## src/rtl/snake_pixel_mapper_if.sv

```systemverilog
// Pixel stream, game controls and graphics flags between the VGA/game side (master)
// and snake_pixel_mapper (slave).
interface snake_pixel_mapper_if;
  logic [9:0] pixel_x_i;
  logic [9:0] pixel_y_i;
  logic       display_enable_i;
  logic       move_i;
  logic [1:0] dir_i;
  logic       grow_i;
  logic [5:0] apple_x_i;
  logic [5:0] apple_y_i;
  logic       display_enable_o;
  logic       head_snake_gfx_o;
  logic       body_snake_gfx_o;
  logic       apple_gfx_o;
  logic       border_gfx_o;
  logic [4:0] length_o;
  logic       game_over_o;

  modport master (
    output pixel_x_i, pixel_y_i, display_enable_i, move_i, dir_i, grow_i,
           apple_x_i, apple_y_i,
    input  display_enable_o, head_snake_gfx_o, body_snake_gfx_o, apple_gfx_o,
           border_gfx_o, length_o, game_over_o
  );

  modport slave (
    input  pixel_x_i, pixel_y_i, display_enable_i, move_i, dir_i, grow_i,
           apple_x_i, apple_y_i,
    output display_enable_o, head_snake_gfx_o, body_snake_gfx_o, apple_gfx_o,
           border_gfx_o, length_o, game_over_o
  );
endinterface

```

## src/rtl/snake_pixel_mapper.sv

```systemverilog
// Snake body state plus a 2-cycle pixel-to-graphics-flag pipeline for the colour drawer.
// Define WRAP_AROUND_EN to make the grid edges wrap instead of forming a lethal border.
module snake_pixel_mapper #(
  parameter int CELL_PX = 16,
  parameter int GRID_W  = 40,
  parameter int GRID_H  = 30,
  parameter int MAX_LEN = 16
) (
  input logic                 clk_i,
  input logic                 rst_ni,
  snake_pixel_mapper_if.slave bus
);
  localparam int                SHIFT      = $clog2(CELL_PX);
  localparam logic [9:0]        PIX_W      = 10'(GRID_W * CELL_PX);
  localparam logic [9:0]        PIX_H      = 10'(GRID_H * CELL_PX);
  localparam logic [5:0]        LAST_COL   = 6'(GRID_W - 1);
  localparam logic [5:0]        LAST_ROW   = 6'(GRID_H - 1);
  localparam logic signed [6:0] LAST_COL_S = 7'(GRID_W - 1);
  localparam logic signed [6:0] LAST_ROW_S = 7'(GRID_H - 1);
  localparam logic [4:0]        MAX_LEN_L  = 5'(MAX_LEN);

  typedef enum logic [1:0] {
    DIR_UP    = 2'd0,
    DIR_RIGHT = 2'd1,
    DIR_DOWN  = 2'd2,
    DIR_LEFT  = 2'd3
  } dir_t;

  logic [5:0]        seg_x [MAX_LEN];
  logic [5:0]        seg_y [MAX_LEN];
  logic [4:0]        length;
  dir_t              cur_dir;
  logic              game_over;

  dir_t              eff_dir;
  logic signed [6:0] step_x, step_y;
  logic [5:0]        next_x, next_y;
  logic              grow_eff, wall_hit, self_hit;

  // A reversal request would fold the head straight into the neck, so it is ignored.
  always_comb begin
    eff_dir = (bus.dir_i == (cur_dir ^ 2'd2)) ? cur_dir : dir_t'(bus.dir_i);
    step_x  = $signed({1'b0, seg_x[0]});
    step_y  = $signed({1'b0, seg_y[0]});
    case (eff_dir)
      DIR_UP:    step_y = step_y - 7'sd1;
      DIR_RIGHT: step_x = step_x + 7'sd1;
      DIR_DOWN:  step_y = step_y + 7'sd1;
      default:   step_x = step_x - 7'sd1;
    endcase
`ifdef WRAP_AROUND_EN
    wall_hit = 1'b0;
    if (step_x < 7'sd0)            next_x = LAST_COL;
    else if (step_x > LAST_COL_S)  next_x = 6'd0;
    else                           next_x = step_x[5:0];
    if (step_y < 7'sd0)            next_y = LAST_ROW;
    else if (step_y > LAST_ROW_S)  next_y = 6'd0;
    else                           next_y = step_y[5:0];
`else
    wall_hit = (step_x <= 7'sd0) || (step_x >= LAST_COL_S) ||
               (step_y <= 7'sd0) || (step_y >= LAST_ROW_S);
    next_x   = step_x[5:0];
    next_y   = step_y[5:0];
`endif
    grow_eff = bus.grow_i && (length < MAX_LEN_L);
    // The tail vacates its cell this move unless the snake is growing.
    self_hit = 1'b0;
    for (int k = 1; k < MAX_LEN; k++) begin
      if ((5'(k) < length) && (grow_eff || (5'(k) != length - 5'd1)) &&
          (seg_x[k] == next_x) && (seg_y[k] == next_y))
        self_hit = 1'b1;
    end
  end

  always_ff @(posedge clk_i) begin
    if (!rst_ni) begin
      length    <= 5'd3;
      cur_dir   <= DIR_RIGHT;
      game_over <= 1'b0;
      for (int k = 0; k < MAX_LEN; k++) begin
        seg_x[k] <= (k < 3) ? 6'(GRID_W / 2 - k) : 6'd0;
        seg_y[k] <= 6'(GRID_H / 2);
      end
    end else if (bus.move_i && !game_over) begin
      if (wall_hit || self_hit) begin
        game_over <= 1'b1;
      end else begin
        seg_x[0] <= next_x;
        seg_y[0] <= next_y;
        for (int k = 1; k < MAX_LEN; k++) begin
          seg_x[k] <= seg_x[k-1];
          seg_y[k] <= seg_y[k-1];
        end
        cur_dir <= eff_dir;
        if (grow_eff) length <= length + 5'd1;
      end
    end
  end

  logic [5:0] s1_cx, s1_cy;
  logic       s1_valid, s1_de;

  always_ff @(posedge clk_i) begin
    if (!rst_ni) begin
      s1_cx    <= 6'd0;
      s1_cy    <= 6'd0;
      s1_valid <= 1'b0;
      s1_de    <= 1'b0;
    end else begin
      s1_cx    <= 6'(bus.pixel_x_i >> SHIFT);
      s1_cy    <= 6'(bus.pixel_y_i >> SHIFT);
      s1_valid <= (bus.pixel_x_i < PIX_W) && (bus.pixel_y_i < PIX_H);
      s1_de    <= bus.display_enable_i;
    end
  end

  logic draw, hit_head, hit_body, hit_apple, hit_border;

  always_comb begin
    draw      = s1_de && s1_valid;
    hit_head  = (seg_x[0] == s1_cx) && (seg_y[0] == s1_cy);
    hit_body  = 1'b0;
    for (int k = 1; k < MAX_LEN; k++) begin
      if ((5'(k) < length) && (seg_x[k] == s1_cx) && (seg_y[k] == s1_cy))
        hit_body = 1'b1;
    end
    hit_apple = (bus.apple_x_i == s1_cx) && (bus.apple_y_i == s1_cy);
`ifdef WRAP_AROUND_EN
    hit_border = 1'b0;
`else
    hit_border = (s1_cx == 6'd0) || (s1_cx == LAST_COL) ||
                 (s1_cy == 6'd0) || (s1_cy == LAST_ROW);
`endif
  end

  always_ff @(posedge clk_i) begin
    if (!rst_ni) begin
      bus.display_enable_o <= 1'b0;
      bus.head_snake_gfx_o <= 1'b0;
      bus.body_snake_gfx_o <= 1'b0;
      bus.apple_gfx_o      <= 1'b0;
      bus.border_gfx_o     <= 1'b0;
    end else begin
      bus.display_enable_o <= s1_de;
      bus.head_snake_gfx_o <= draw && hit_head;
      bus.body_snake_gfx_o <= draw && hit_body;
      bus.apple_gfx_o      <= draw && hit_apple;
      bus.border_gfx_o     <= draw && hit_border;
    end
  end

  assign bus.length_o    = length;
  assign bus.game_over_o = game_over;
endmodule

```

## src/flat_wrapper.sv

```systemverilog
// flat-port wrapper written by rule: the top's interface ports become plain ports
module snake_pixel_mapper_flat 
#(
  parameter int CELL_PX = 16,
  parameter int GRID_W  = 40,
  parameter int GRID_H  = 30,
  parameter int MAX_LEN = 16
)
  (clk_i, rst_ni, bus_pixel_x_i, bus_pixel_y_i, bus_display_enable_i, bus_move_i, bus_dir_i, bus_grow_i, bus_apple_x_i, bus_apple_y_i, bus_display_enable_o, bus_head_snake_gfx_o, bus_body_snake_gfx_o, bus_apple_gfx_o, bus_border_gfx_o, bus_length_o, bus_game_over_o);
  snake_pixel_mapper_if bus_i ();
  input logic clk_i;
  input logic rst_ni;
  input wire logic [$bits(bus_i.pixel_x_i)-1:0] bus_pixel_x_i;
  input wire logic [$bits(bus_i.pixel_y_i)-1:0] bus_pixel_y_i;
  input wire logic [$bits(bus_i.display_enable_i)-1:0] bus_display_enable_i;
  input wire logic [$bits(bus_i.move_i)-1:0] bus_move_i;
  input wire logic [$bits(bus_i.dir_i)-1:0] bus_dir_i;
  input wire logic [$bits(bus_i.grow_i)-1:0] bus_grow_i;
  input wire logic [$bits(bus_i.apple_x_i)-1:0] bus_apple_x_i;
  input wire logic [$bits(bus_i.apple_y_i)-1:0] bus_apple_y_i;
  output wire logic [$bits(bus_i.display_enable_o)-1:0] bus_display_enable_o;
  output wire logic [$bits(bus_i.head_snake_gfx_o)-1:0] bus_head_snake_gfx_o;
  output wire logic [$bits(bus_i.body_snake_gfx_o)-1:0] bus_body_snake_gfx_o;
  output wire logic [$bits(bus_i.apple_gfx_o)-1:0] bus_apple_gfx_o;
  output wire logic [$bits(bus_i.border_gfx_o)-1:0] bus_border_gfx_o;
  output wire logic [$bits(bus_i.length_o)-1:0] bus_length_o;
  output wire logic [$bits(bus_i.game_over_o)-1:0] bus_game_over_o;
  assign bus_i.pixel_x_i = bus_pixel_x_i;
  assign bus_i.pixel_y_i = bus_pixel_y_i;
  assign bus_i.display_enable_i = bus_display_enable_i;
  assign bus_i.move_i = bus_move_i;
  assign bus_i.dir_i = bus_dir_i;
  assign bus_i.grow_i = bus_grow_i;
  assign bus_i.apple_x_i = bus_apple_x_i;
  assign bus_i.apple_y_i = bus_apple_y_i;
  assign bus_display_enable_o = bus_i.display_enable_o;
  assign bus_head_snake_gfx_o = bus_i.head_snake_gfx_o;
  assign bus_body_snake_gfx_o = bus_i.body_snake_gfx_o;
  assign bus_apple_gfx_o = bus_i.apple_gfx_o;
  assign bus_border_gfx_o = bus_i.border_gfx_o;
  assign bus_length_o = bus_i.length_o;
  assign bus_game_over_o = bus_i.game_over_o;
  snake_pixel_mapper #(.CELL_PX(CELL_PX), .GRID_W(GRID_W), .GRID_H(GRID_H), .MAX_LEN(MAX_LEN)) u_core (.clk_i(clk_i), .rst_ni(rst_ni), .bus(bus_i));
endmodule
```

## config.mk

```make
export PLATFORM = sky130hd
export DESIGN_NAME = snake_pixel_mapper_flat
export DESIGN_NICKNAME = d
export VERILOG_FILES = /design/src/rtl/snake_pixel_mapper_if.sv /design/src/rtl/snake_pixel_mapper.sv /design/src/flat_wrapper.sv
export SDC_FILE = /design/constraint.sdc
export NUM_CORES = 1
export LEC_CHECK = 0
export BUFFER_PORTS_ARGS = -buffer_cell sky130_fd_sc_hd__buf_2
export CAP_MARGIN = 20
export CELL_PAD_IN_SITES_DETAIL_PLACEMENT = 1
export CELL_PAD_IN_SITES_GLOBAL_PLACEMENT = 2
export CORE_ASPECT_RATIO = 1.4
export CORE_MARGIN = 2
export CORE_UTILIZATION = 38
export CTS_CLUSTER_DIAMETER = 120
export DETAILED_ROUTE_END_ITERATION = 8
export PLACE_DENSITY_LB_ADDON = 0.3
export SLEW_MARGIN = 20
export SYNTH_ARGS = -nofsm -noshare
export SYNTH_HDL_FRONTEND = slang
export SYNTH_SLANG_ARGS = --single-unit
```

## constraint.sdc

```tcl
create_clock -name clk_i -period 19.5 [get_ports clk_i]
set_clock_uncertainty 0.1 [all_clocks]
set_input_delay 2.925 -clock clk_i [delete_from_list [all_inputs] [get_ports clk_i]]
set_output_delay 2.925 -clock clk_i [all_outputs]
set_load 0.02 [all_outputs]
```

# [Yosys cells after proc, flatten, opt, wreduce, memory -nomap -nowiden]
# Memory sizes are Yosys's and may differ from the RTL's.
# Index checks and enable logic that the tools add are counted.
[totals] wordCells=345 out_inout_bits=11 ff_bits=27 mem_bits_rw=192 romBits=0 latchBits=0 input_bits=39 n_memories=2
[mem_list] memory="u_core.seg_x" words=16 word_bits=6 read_ports=16 rd_ports_with_merged_regs=0 wr=16 line_no="snake_pixel_mapper.sv:29" rtl="logic [5:0] seg_x [MAX_LEN];"
[mem_list] memory="u_core.seg_y" words=16 word_bits=6 read_ports=16 rd_ports_with_merged_regs=0 wr=16 line_no="snake_pixel_mapper.sv:30" rtl="logic [5:0] seg_y [MAX_LEN];"
[classes] order_cmp=22 n_reduce_logical=115 n_eq_ne=84 div_mod_pow=0 bitwise_logic=34 mul=0 n_shift=0 addsub=6 n_mux=70
[op_table] operator="$eq 6x6->1" count=64
[op_table] operator="$mux 6" count=32
[op_table] operator="$logic_and 1x1->1" count=85
[op_table] operator="$lt 4x5->1 const A" count=8
[op_table] operator="$ne 4x5->1 const A" count=8
[op_table] operator="$mux 1" count=35
[op_table] operator="$or 1x1->1" count=32
[op_table] operator="$pmux 7 s2" count=2
[op_table] operator="$logic_or 1x1->1" count=22
[op_table] operator="$lt 3x5->1 const A" count=4
[op_table] operator="$ne 3x5->1 const A" count=4
[op_table] operator="$add 6x1->7 const B" count=2
[op_table] operator="$le 7x1->1 const B" count=2
[op_table] operator="$sub 6x1->7 const B" count=2
[op_table] operator="$logic_not 6->1" count=2
[op_table] operator="$lt 10x10->1 const B" count=1
[op_table] operator="$lt 10x9->1 const B" count=1
[op_table] operator="$lt 2x5->1 const A" count=2
[op_table] operator="$ne 2x5->1 const A" count=2
[op_table] operator="$ge 7x6->1 const B" count=1
[op_table] operator="$ge 7x7->1 const B" count=1
[op_table] operator="$eq 6x5->1 const B" count=1
[op_table] operator="$eq 6x6->1 const B" count=1
[op_table] operator="$add 5x1->5 const B" count=1
[op_table] operator="other kinds (14)" count=16

# [Longest topological paths before layout]
[depth] word_depth=30 mapped_depth=23 mapped_depth_nobuf=15

# [Least setup slack after synthesis]
# No wires, ideal clock.
[synth_timing] kind="input port to flip-flop" startpoint="in bus_dir_i[0]" endpoint="mem u_core.seg_x[0][0] (enable)" path_buffers=6 stages=20 setup_time_ps=1009 t_arrival_ps=20173 required_time_ps=18391 setup_slack_ps=-1782 path_cell_list="buf_4 -> buf_6 -> buf_2 -> buf_4 -> xor2_1 -> mux2i_1 -> or2_2 -> inv_1 -> fa_1 -> xor2_2 -> o21ai_1 -> buf_2 -> xnor2_1 -> nand3_1 -> a211oi_1 -> and4_1 -> nor4_1 -> nand4_2 -> clkbuf_1 -> o21ai_0"
[synth_lines] element="start: declaration" line_no="flat_wrapper.sv:17" rtl="input wire logic [$bits(bus_i.dir_i)-1:0] bus_dir_i;"
[synth_lines] element="end: declaration" line_no="snake_pixel_mapper.sv:29"

==> impl_metrics.env <==
export IMPL_ctsLongestPathBuffers=3
export IMPL_relSlewSlack_pct=11.5
export IMPL_area_growth_pct=10.5
export IMPL_rsz0062_at_grt="no"
export IMPL_r2r_end="u_core.seg_x[0][15]$_SDFFCE_PN0P_"
export IMPL_drtAntennaViolNets=0
export IMPL_ys_seq_area_share_pct=42.0
export IMPL_dpl_cell_area_mm2=0.0157
export IMPL_synth_edff_count=192
export IMPL_hold_ws_ns=0.383
export IMPL_core_area_mm2=0.0392
export IMPL_startpoint_type="input port"
export IMPL_cp_required_ns=19.57
export IMPL_yosys_top_cells_area="edfxtp_1, xnor2_1, xor2_1"
export IMPL_min_path_type="flip-flop to flip-flop"
export IMPL_outcome="completed"
export IMPL_clock_sinks=219
export IMPL_wl_per_cell_um=27.9
export IMPL_final_layout_size_suffix_gt1_share_pct=10.0
export IMPL_ys_warn_count=0
export IMPL_placed_cells=1949
export IMPL_syn_inst=1451
export IMPL_worst_slack_ns=10.04
export IMPL_cts_made_buffers=25
export IMPL_synth_area_leader_cell="edfxtp_1"
export IMPL_diodes=0
export IMPL_place_gp_congestion=0.863
export IMPL_period_share_pct=48.5
export IMPL_maxCapViolCount=0
export IMPL_seq_area_mm2=0.00631
export IMPL_ir_drop_v=0.0000470
export IMPL_grt_pass1_wl_mm=81.9
export IMPL_nets=1506
export IMPL_crit_path_end_kind="flip-flop"
export IMPL_timing_rr_start="u_core.cur_dir[0]$_SDFFE_PN1P_"
export IMPL_antenna_found_initial=0
export IMPL_cp_arrival_ns=9.52
export IMPL_io_pins=50
export IMPL_drtPass1Iterations=5
export IMPL_grt_start_max_net_pins=193
export IMPL_clock_latency_ns=0.56
export IMPL_fin_area_mm2=0.0166
export IMPL_cts_hold_buf=0
export IMPL_worstMarginPinSlew_ns=1.33
export IMPL_setup_viol_count_final=0
export IMPL_utilization_pct=42.4
export IMPL_hold_viol_final=0
export IMPL_drt_initial_drc_count=963
export IMPL_root_buffer="clkbuf_16"
export IMPL_cp_startpoint="bus_dir_i[0]"
export IMPL_crit_fanout=192
export IMPL_vias_per_cell=5.82
export IMPL_vias=11600
export IMPL_dieArea_mm2=0.0411
export IMPL_finalPower_mw=1.39
export IMPL_synth_area_per_cell_um2=10.3
export IMPL_cts_resized_gates=0
export IMPL_async_flop_share_pct=0
export IMPL_fin_crit_ns=9.46
export IMPL_yosys_most_used_dff="edfxtp_1"
export IMPL_grt_overflow=0
export IMPL_layout_commonest_cell="xnor2_1"
export IMPL_first_global_vias=12100
export IMPL_die_x_um=172
export IMPL_multi_input_area_mm2=0.00817
export IMPL_post_cts_buffers=0
export IMPL_final_cell_count_no_fill=1995
export IMPL_grt_usage_pct=27.5
export IMPL_tritoncts="yes"
export IMPL_final_cell_mix="xnor2_1, edfxtp_1, xor2_1"
export IMPL_drv_slew=0
export IMPL_p_leak_nw=5.38
export IMPL_p_per_area_mw_per_mm2=84.0
export IMPL_preCtsSetupSlack_ns=9.66
export IMPL_ys_ff_latch=219
export IMPL_syn_nets=1509
export IMPL_h_tree_depth=1
export IMPL_finalSetupTns_ns=0
export IMPL_wl_mm=55.6
export IMPL_yosys_area_top_type_share_pct=38.4
export IMPL_crit_type="input port to flip-flop"
export IMPL_die_height_um=239
export IMPL_r2r_setup_slack_ns=12.71
export IMPL_fmax_ghz=0.106
export IMPL_yosys_cell_types_count=82
export IMPL_clk_pin_slew_ns=0.06
export IMPL_hpwl_mm=36.8
export IMPL_endpoint="u_core.seg_x[0][15]$_SDFFCE_PN0P_"
export IMPL_numPortBuffers=41
export IMPL_row_count=86
export IMPL_reg2reg_depth=15
export IMPL_drc=0
export IMPL_nFillCells=4350
export IMPL_start_util_pct=38.3
export IMPL_synth_area_mm2=0.0150
how the worst min path moves through the flow:
stage / startpoint / cells past startpoint / slack [ns] / to
finish: u_core.s1_de$_SDFF_PN0_ / 1 / 0.38 / u_core.bus.display_enable_o$_SDFF_PN0_
CTS: u_core.s1_de$_SDFF_PN0_ / 1 / 0.39 / u_core.bus.display_enable_o$_SDFF_PN0_
global placement: u_core.s1_de$_SDFF_PN0_ / 1 / 0.38 / u_core.bus.display_enable_o$_SDFF_PN0_
global route: u_core.s1_de$_SDFF_PN0_ / 1 / 0.42 / u_core.bus.display_enable_o$_SDFF_PN0_
detailed placement: u_core.s1_de$_SDFF_PN0_ / 1 / 0.38 / u_core.bus.display_enable_o$_SDFF_PN0_
floorplan: u_core.s1_de$_SDFF_PN0_ / 1 / 0.33 / u_core.bus.display_enable_o$_SDFF_PN0_
layout make-up:
cell class	instances	area share (%)
multi-input cells	1101	49.2
inverters	23	0.520
well taps	528	3.98
clock inverters	15	0.988
repair buffers	78	3.01
flip-flops and latches	219	38.0
clock buffers	31	4.28
logic make-up (layout without fill, tap and decap cells):
family	after synthesis	in the layout	synth area share, %
fa+ha+maj	19	19	1.68
simple gates	477	477	18.5
buf+inv	131	147	3.88
flops	219	219	42.0
mux	17	17	1.16
compound gates	177	177	8.78
other cells	1	1	0.0250
xor+xnor	410	410	24.0
layer usage:
metal | track usage [%] | up-vias | wire length, µm
met2 | 46.9 | 366 | 27500
li1 | - | 5130 | -
met4 | 14.2 | 0 | 3340
met5 | 0 | - | 0
met3 | 3.24 | 148 | 2790
met1 | 33.9 | 5973 | 22000
power by group:
group          switching (mW)  internal, mW  leakage, nW
Clock                   0.212         0.299        0.429
Combinational           0.197         0.112         2.99
Sequential             0.0339         0.541         1.96
worst max-delay path, stage by stage:
cell and delay, ns:
buf_2 0.08, buf_4 0.50, xor2_1 0.23, mux2i_1 0.41, nand2_1 0.27, ha_1 0.45
nor2b_1 0.20, o211ai_1 0.17, o311a_1 0.70, buf_4 0.43, o311a_1 0.22, mux2i_1 0.08
or4b_1 0.52, a31oi_1 0.30, nand4_2 0.62, o21ai_4 0.37, buf_12 0.63
sequential cells by signal, summed over array words and instances, names as in the netlist:
register and flops:
u_core.cur_dir 2, u_core.s1_de 1, u_core.s1_cx 6, u_core.s1_valid 1
u_core.bus.head_snake_gfx_o 1, u_core.bus.body_snake_gfx_o 1, u_core.seg_y 96, u_core.bus.length_o 5
u_core.bus.border_gfx_o 1, u_core.bus.apple_gfx_o 1, u_core.bus.game_over_o 1, u_core.s1_cy 6
u_core.bus.display_enable_o 1, u_core.seg_x 96
Yosys cell counts (4+ instances only):
cell	count
o211ai_1	9
xnor2_1	259
nor4_1	46
or3_1	5
nand4_1	63
a221oi_1	4
mux2i_1	14
a311oi_1	5
or4_1	6
and2_1	130
dfxtp_1	27
o21a_1	5
a21oi_1	26
nor3_1	25
xor2_1	149
buf_4	12
clkbuf_1	58
o31ai_1	4
o2111ai_1	10
buf_2	25
nand2_1	44
nor2b_1	6
nor3b_1	6
o21ai_0	28
nor2_1	43
o41ai_1	4
a2111oi_0	10
a211oi_1	9
nand2b_1	65
o22ai_1	5
ha_1	17
inv_1	22
a31oi_1	15
edfxtp_1	192
nand3_1	22
buf_1	11
Power figures use the tool's default switching activity.
